[src/rtl/arith_pkg.sv]
// Shared elaboration-time helpers for the arithmetic primitives
// (adder, subtractor, accumulator).
package arith_pkg;

  function automatic int unsigned max_f(input int unsigned a, input int unsigned b);
    return (a > b) ? a : b;
  endfunction

  function automatic int unsigned ceil_div_f(input int unsigned a, input int unsigned b);
    return (a + b - 1) / b;
  endfunction

endpackage

[src/rtl/subtractor_stage.sv]
// One registered slice of the borrow chain: a_i - b_i - borrow_i,
// captured together with its valid bit whenever en is high.
module subtractor_stage #(
  parameter int unsigned CHUNK_WIDTH = 8
) (
  input  logic                   clk,
  input  logic                   rst,
  input  logic                   en,
  input  logic                   valid_i,
  input  logic [CHUNK_WIDTH-1:0] a_i,
  input  logic [CHUNK_WIDTH-1:0] b_i,
  input  logic                   borrow_i,
  output logic [CHUNK_WIDTH-1:0] diff_o,
  output logic                   borrow_o,
  output logic                   valid_o
);

  logic [CHUNK_WIDTH:0]   sub_full;
  logic [CHUNK_WIDTH-1:0] diff_d, diff_q;
  logic                   borrow_d, borrow_q;
  logic                   valid_d, valid_q;

  // The extra MSB of the widened difference is the borrow out of this slice.
  always_comb begin
    sub_full = {1'b0, a_i} - {1'b0, b_i} - {{CHUNK_WIDTH{1'b0}}, borrow_i};
    diff_d   = sub_full[CHUNK_WIDTH-1:0];
    borrow_d = sub_full[CHUNK_WIDTH];
    valid_d  = valid_i;
  end

  always_ff @(posedge clk) begin
    if (rst) begin
      diff_q   <= '0;
      borrow_q <= 1'b0;
      valid_q  <= 1'b0;
    end else if (en) begin
      diff_q   <= diff_d;
      borrow_q <= borrow_d;
      valid_q  <= valid_d;
    end
  end

  assign diff_o   = diff_q;
  assign borrow_o = borrow_q;
  assign valid_o  = valid_q;

endmodule

[src/rtl/pipelined_subtractor.sv]
// Handshaked data1_i - data2_i with the borrow chain split into
// CHUNK_WIDTH slices, one register stage per slice, under a global stall.
module pipelined_subtractor
  import arith_pkg::*;
#(
  parameter int unsigned DATA_WIDTH_1 = 16,
  parameter int unsigned DATA_WIDTH_2 = 16,
  parameter int unsigned CHUNK_WIDTH  = 8
) (
  input  logic                                     clk,
  input  logic                                     rst,
  input  logic [DATA_WIDTH_1-1:0]                  data1_i,
  input  logic [DATA_WIDTH_2-1:0]                  data2_i,
  input  logic                                     valid_i,
  output logic                                     ready_o,
  output logic [max_f(DATA_WIDTH_1, DATA_WIDTH_2):0] data_o,
  output logic                                     valid_o,
  input  logic                                     ready_i
);

  localparam int unsigned CW      = CHUNK_WIDTH;
  localparam int unsigned RW      = max_f(DATA_WIDTH_1, DATA_WIDTH_2) + 1;
  localparam int unsigned NSTAGES = ceil_div_f(RW, CW);
  localparam int unsigned PW      = NSTAGES * CW;

  logic              advance;
  logic              in_fire;
  logic [PW-1:0]     a_pad, b_pad, res_full;
  logic [NSTAGES:0]  borrow;
  logic [NSTAGES:0]  vld;
  logic              unused_ok;

  assign advance = ~vld[NSTAGES] | ready_i;
  assign ready_o = advance & ~rst;
  assign in_fire = valid_i & ready_o;
  assign vld[0]    = in_fire;
  assign borrow[0] = 1'b0;

  always_comb begin
    a_pad = '0;
    b_pad = '0;
    a_pad[DATA_WIDTH_1-1:0] = data1_i;
    b_pad[DATA_WIDTH_2-1:0] = data2_i;
  end

  // Stage k sees only the operand slices it and later stages still need
  // (skew) and carries the finished lower result slices alongside (deskew),
  // so every register width shrinks or grows by one chunk per stage.
  for (genvar k = 0; k < NSTAGES; k++) begin : g_stage
    localparam int unsigned OPW = PW - k * CW;

    logic [OPW-1:0]        a_in, b_in;
    logic [CW-1:0]         diff;
    logic [(k+1)*CW-1:0]   res;

    subtractor_stage #(
      .CHUNK_WIDTH(CW)
    ) u_stage (
      .clk      (clk),
      .rst      (rst),
      .en       (advance),
      .valid_i  (vld[k]),
      .a_i      (a_in[CW-1:0]),
      .b_i      (b_in[CW-1:0]),
      .borrow_i (borrow[k]),
      .diff_o   (diff),
      .borrow_o (borrow[k+1]),
      .valid_o  (vld[k+1])
    );

    if (k == 0) begin : g_head
      assign a_in = a_pad;
      assign b_in = b_pad;
      assign res  = diff;
    end else begin : g_body
      localparam int unsigned PREVW = OPW + CW;

      logic [OPW-1:0]    a_d, a_q, b_d, b_q;
      logic [k*CW-1:0]   res_d, res_q;

      always_comb begin
        a_d   = g_stage[k-1].a_in[PREVW-1:CW];
        b_d   = g_stage[k-1].b_in[PREVW-1:CW];
        res_d = g_stage[k-1].res;
      end

      always_ff @(posedge clk) begin
        if (rst) begin
          a_q   <= '0;
          b_q   <= '0;
          res_q <= '0;
        end else if (advance) begin
          a_q   <= a_d;
          b_q   <= b_d;
          res_q <= res_d;
        end
      end

      assign a_in = a_q;
      assign b_in = b_q;
      assign res  = {diff, res_q};
    end
  end

  assign res_full = g_stage[NSTAGES-1].res;
  assign data_o   = res_full[RW-1:0];
  assign valid_o  = vld[NSTAGES];

  // Padding bits above RW and the final borrow carry no information.
  assign unused_ok = borrow[NSTAGES] ^ (^(res_full >> RW));

endmodule

[config.mk]
export PLATFORM = sky130hd
export DESIGN_NAME = pipelined_subtractor
export DESIGN_NICKNAME = d
export VERILOG_FILES = /design/src/rtl/arith_pkg.sv /design/src/rtl/subtractor_stage.sv /design/src/rtl/pipelined_subtractor.sv
export SDC_FILE = /design/constraint.sdc
export NUM_CORES = 1
export LEC_CHECK = 0
export ABC_AREA = 1
export CORE_UTILIZATION = 35
export DETAILED_ROUTE_END_ITERATION = 6
export GPL_TIMING_DRIVEN = 1
export SYNTH_ARGS = -nofsm -noshare
export SYNTH_HDL_FRONTEND = slang
export SYNTH_SLANG_ARGS = --single-unit
[constraint.sdc]
create_clock -name clk -period 2.9 [get_ports clk]
set_clock_uncertainty 0.2 [all_clocks]
set_input_delay 0.29 -clock clk [delete_from_list [all_inputs] [get_ports clk]]
set_output_delay 0.29 -clock clk [all_outputs]
set_load 0.01 [all_outputs]
==> out/qor.yml <==
outcome:
  status: "complete, no violations"
synthesis:
  synth_cell_types: 25
  ys_seq_area_frac: 0.402
  synth-seq-cells: 62
  synth_edf_count: 0
  syn_area_sq_mm: 0.00309
  ys_top_cells_by_count: "inv_1 (74), nor2_1 (74), dfxtp_1 (62)"
  async_flop_share: 0
  avgSynthCellArea_sq_um: 7.23
  synth_top_area_cell: "dfxtp_1"
  synth_top_area_share: 0.402
  yosysWarnings: 0
  synth_nets: 488
  netlist_top_cells_area: "dfxtp_1 (40%), o21ai_0 (9.1%), inv_1 (9.0%)"
  syn_inst: 427
  synth_flop_cell: "dfxtp_1"
clocking:
  cts_tree: "done"
  cts.path.max_buffers: 2
  cts-root-buf: "clkbuf_8"
  cts.clk_slew.worst_paths_ns: 0.07
  clock_latency_ns: 0.34
  clock_sinks: 62
  numCtsBuffers: 9
  cts_hold_buf: 0
  cts_resized: 0
  post-cts-setup-buffers: 0
  htree_levels: 3
die:
  core_area_sq_mm: 0.00838
  io_pins: 55
  die_x_um: 95.9
  start_util: 0.368
  die_h_um: 95.9
  rows: 33
  die_area_sq_mm: 0.00920
worst_hold_path:
  whs_path_depth: 2
  min-delay-path-class: "flip-flop to flip-flop"
  min-delay-start: "g_stage[0].u_stage.diff_o[7]"
  hold_end: "g_stage[1].g_body.res_q[7]"
pwr:
  ir_drop_mv: 0.269
  p_per_area_mw_per_mm2: 582
  p_leak_nw: 1.98
worst_setup_path:
  cpPeakStageDelay_ns: 0.57
  reg2reg_to: "g_stage[1].u_stage.diff_o[7]"
  r2r_setup_slack_ns: 0.76
  crit_path_top_delay_cell: "clkdlybuf4s50_1"
  cp_max_fo: 6
  crit_buf_inv: 2
  cp-start-kind: "primary input"
  required_ns: 2.41
  path_cells: "clkdlybuf4s50_1 > nor2_1 > clkdlybuf4s50_1"
  setup.worst_path.class: "primary input to output pin"
  r2r-start: "g_stage[0].u_stage.borrow_o"
  end_kind: "output pin"
  path_common_cell: "clkdlybuf4s50_1"
  r2r_cells: 12
  cp_top_family: "buffers and inverters"
  worst_ep_arrival_time_ns: 1.68
timing:
  final_max_slew_viol_count: 0
  fmax_ghz: 0.461
  slew_headroom: 0.325
  fin_crit_sh: 0.747
  setup-violations-final: 0
  rsz0062_at_grt: "no"
  tightest_slew_ns: 1.01
  finalCriticalPeriod_ns: 2.17
  hold_viol: 0
  setup_slack_ns: 0.733
  final.setup.tns_ns: 0
routing:
  dr_total_vias: 2620
  wl_per_cell_um: 10.5
  drt_wl_total_mm: 6.17
  drtAntennaViolNets: 0
  drt-pass1-iter-count: 4
  drc: 0
  dr.first_iter.drc_count: 78
  vias_per_cell: 4.46
cells_and_area:
  finish.utilization: 0.465
  final_cells: 587
  drive_gt1_frac: 0.0519
  diodes: 0
  area_delta_synth_final_pct: 26.2
  fillers: 877
  nNetsFinal: 538
placement:
  io_buffers: 54
  dp_cells: 571
  place.gp.congestion: 0.825
  post-dp-hpwl_mm: 4.42
  pre_cts_slack_ns: 0.568
global_routing:
  grt_usage: 0.156
  grt_pass1_wl_mm: 11.0
  grt_max_degree: 67
  grt_overflow: 0
  antenna_found_initial: 0
  grt_pass1_vias: 2606
flow_run:
  maxCapViolCount: 0
## worst reg2reg max path: cells and delay by family, from the launching register on
kind | cells | cell delay [ns]
buffers and inverters | 3 | 0.17
flip-flops | 1 | 0.34
AO/OA/AOI/OAI | 1 | 0.15
adder cells (fa/ha/maj) | 2 | 0.67
AND/OR/NAND/NOR | 6 | 0.51
## report_power, final
group	leakage, nW	internal (mW)	switching (mW)
Sequential	0.513	0.944	0.0436
Combinational	1.35	0.224	0.250
Clock	0.115	0.488	0.319
## layout by cell type, fill, tap and decap left out
master	n
nor2_4	1
or2_2	1
nand2_1	54
inv_2	2
bufinv_16	1
a21oi_1	29
nor2_1	74
o21a_1	1
clkinv_2	2
xnor2_1	2
dfxtp_1	62
nand3b_1	1
o21ai_0	56
fa_1	3
buf_4	4
o21bai_1	3
xor2_1	4
o21ai_1	3
nand3_1	14
clkbuf_8	13
ha_1	22
a21oi_2	1
a31oi_1	1
clkdlybuf4s50_1	54
inv_1	74
## flip-flops by register name, summed over array words and instances, names as in the netlist
name                      count
g_stage.u_stage.borrow_o      2
g_stage.b_in                  8
g_stage.a_in                  8
g_stage.u_stage.diff_o       17
g_stage.g_body.res_q         24
g_stage.u_stage.valid_o       3
## final cells by class
type / count / area (sq um) / share of cell area
Sequential cell: 62 / 1240 / 0.319
Inverter: 76 / 285 / 0.0732
Timing Repair Buffer: 58 / 571 / 0.146
Tap cell: 105 / 131 / 0.0337
Clock buffer: 13 / 179 / 0.0459
Clock inverter: 3 / 40.0 / 0.0103
Multi-Input combinational cell: 270 / 1450 / 0.372
## cells by family after synthesis
| logic type | Yosys count | synth area share |
|---|---|---|
| fa+ha+maj | 25 | 0.109 |
| xor+xnor | 6 | 0.0170 |
| compound gates | 94 | 0.157 |
| simple gates | 145 | 0.186 |
| buf+inv | 95 | 0.129 |
| flops | 62 | 0.402 |
## per-stage QoR
step           hold slack, ns  area (sq um)  power (mW)
3_3_place_gp            0.244          3680        1.47
5_1_grt                 0.281          3900        2.42
6_report                0.249          3900        2.27
3_5_place_dp            0.248          3680        1.48
4_1_cts                 0.255          3900        2.30
2_1_floorplan           0.159          3090        1.31
## routing by layer
layer  GRT usage  share of wire
met1       0.199           0.52
met2       0.248           0.42
met3      0.0379          0.042
met4      0.0759          0.020
met5           0              0
## worst max path at each step
stage,start,end,slack (ns),depth (start not counted)
after floorplan,g_stage[1].a_in[0],g_stage[1].u_stage.diff_o[7],0.99,11
after global placement,data1_i[0],g_stage[0].u_stage.diff_o[4],0.60,11
after detailed placement,data1_i[0],g_stage[0].u_stage.diff_o[4],0.57,11
after CTS,rst,ready_o,0.72,3
after global routing,g_stage[0].u_stage.borrow_o,g_stage[1].u_stage.diff_o[5],0.62,12
final,rst,ready_o,0.73,3
No activity file was read; power rests on OpenSTA's default activity.
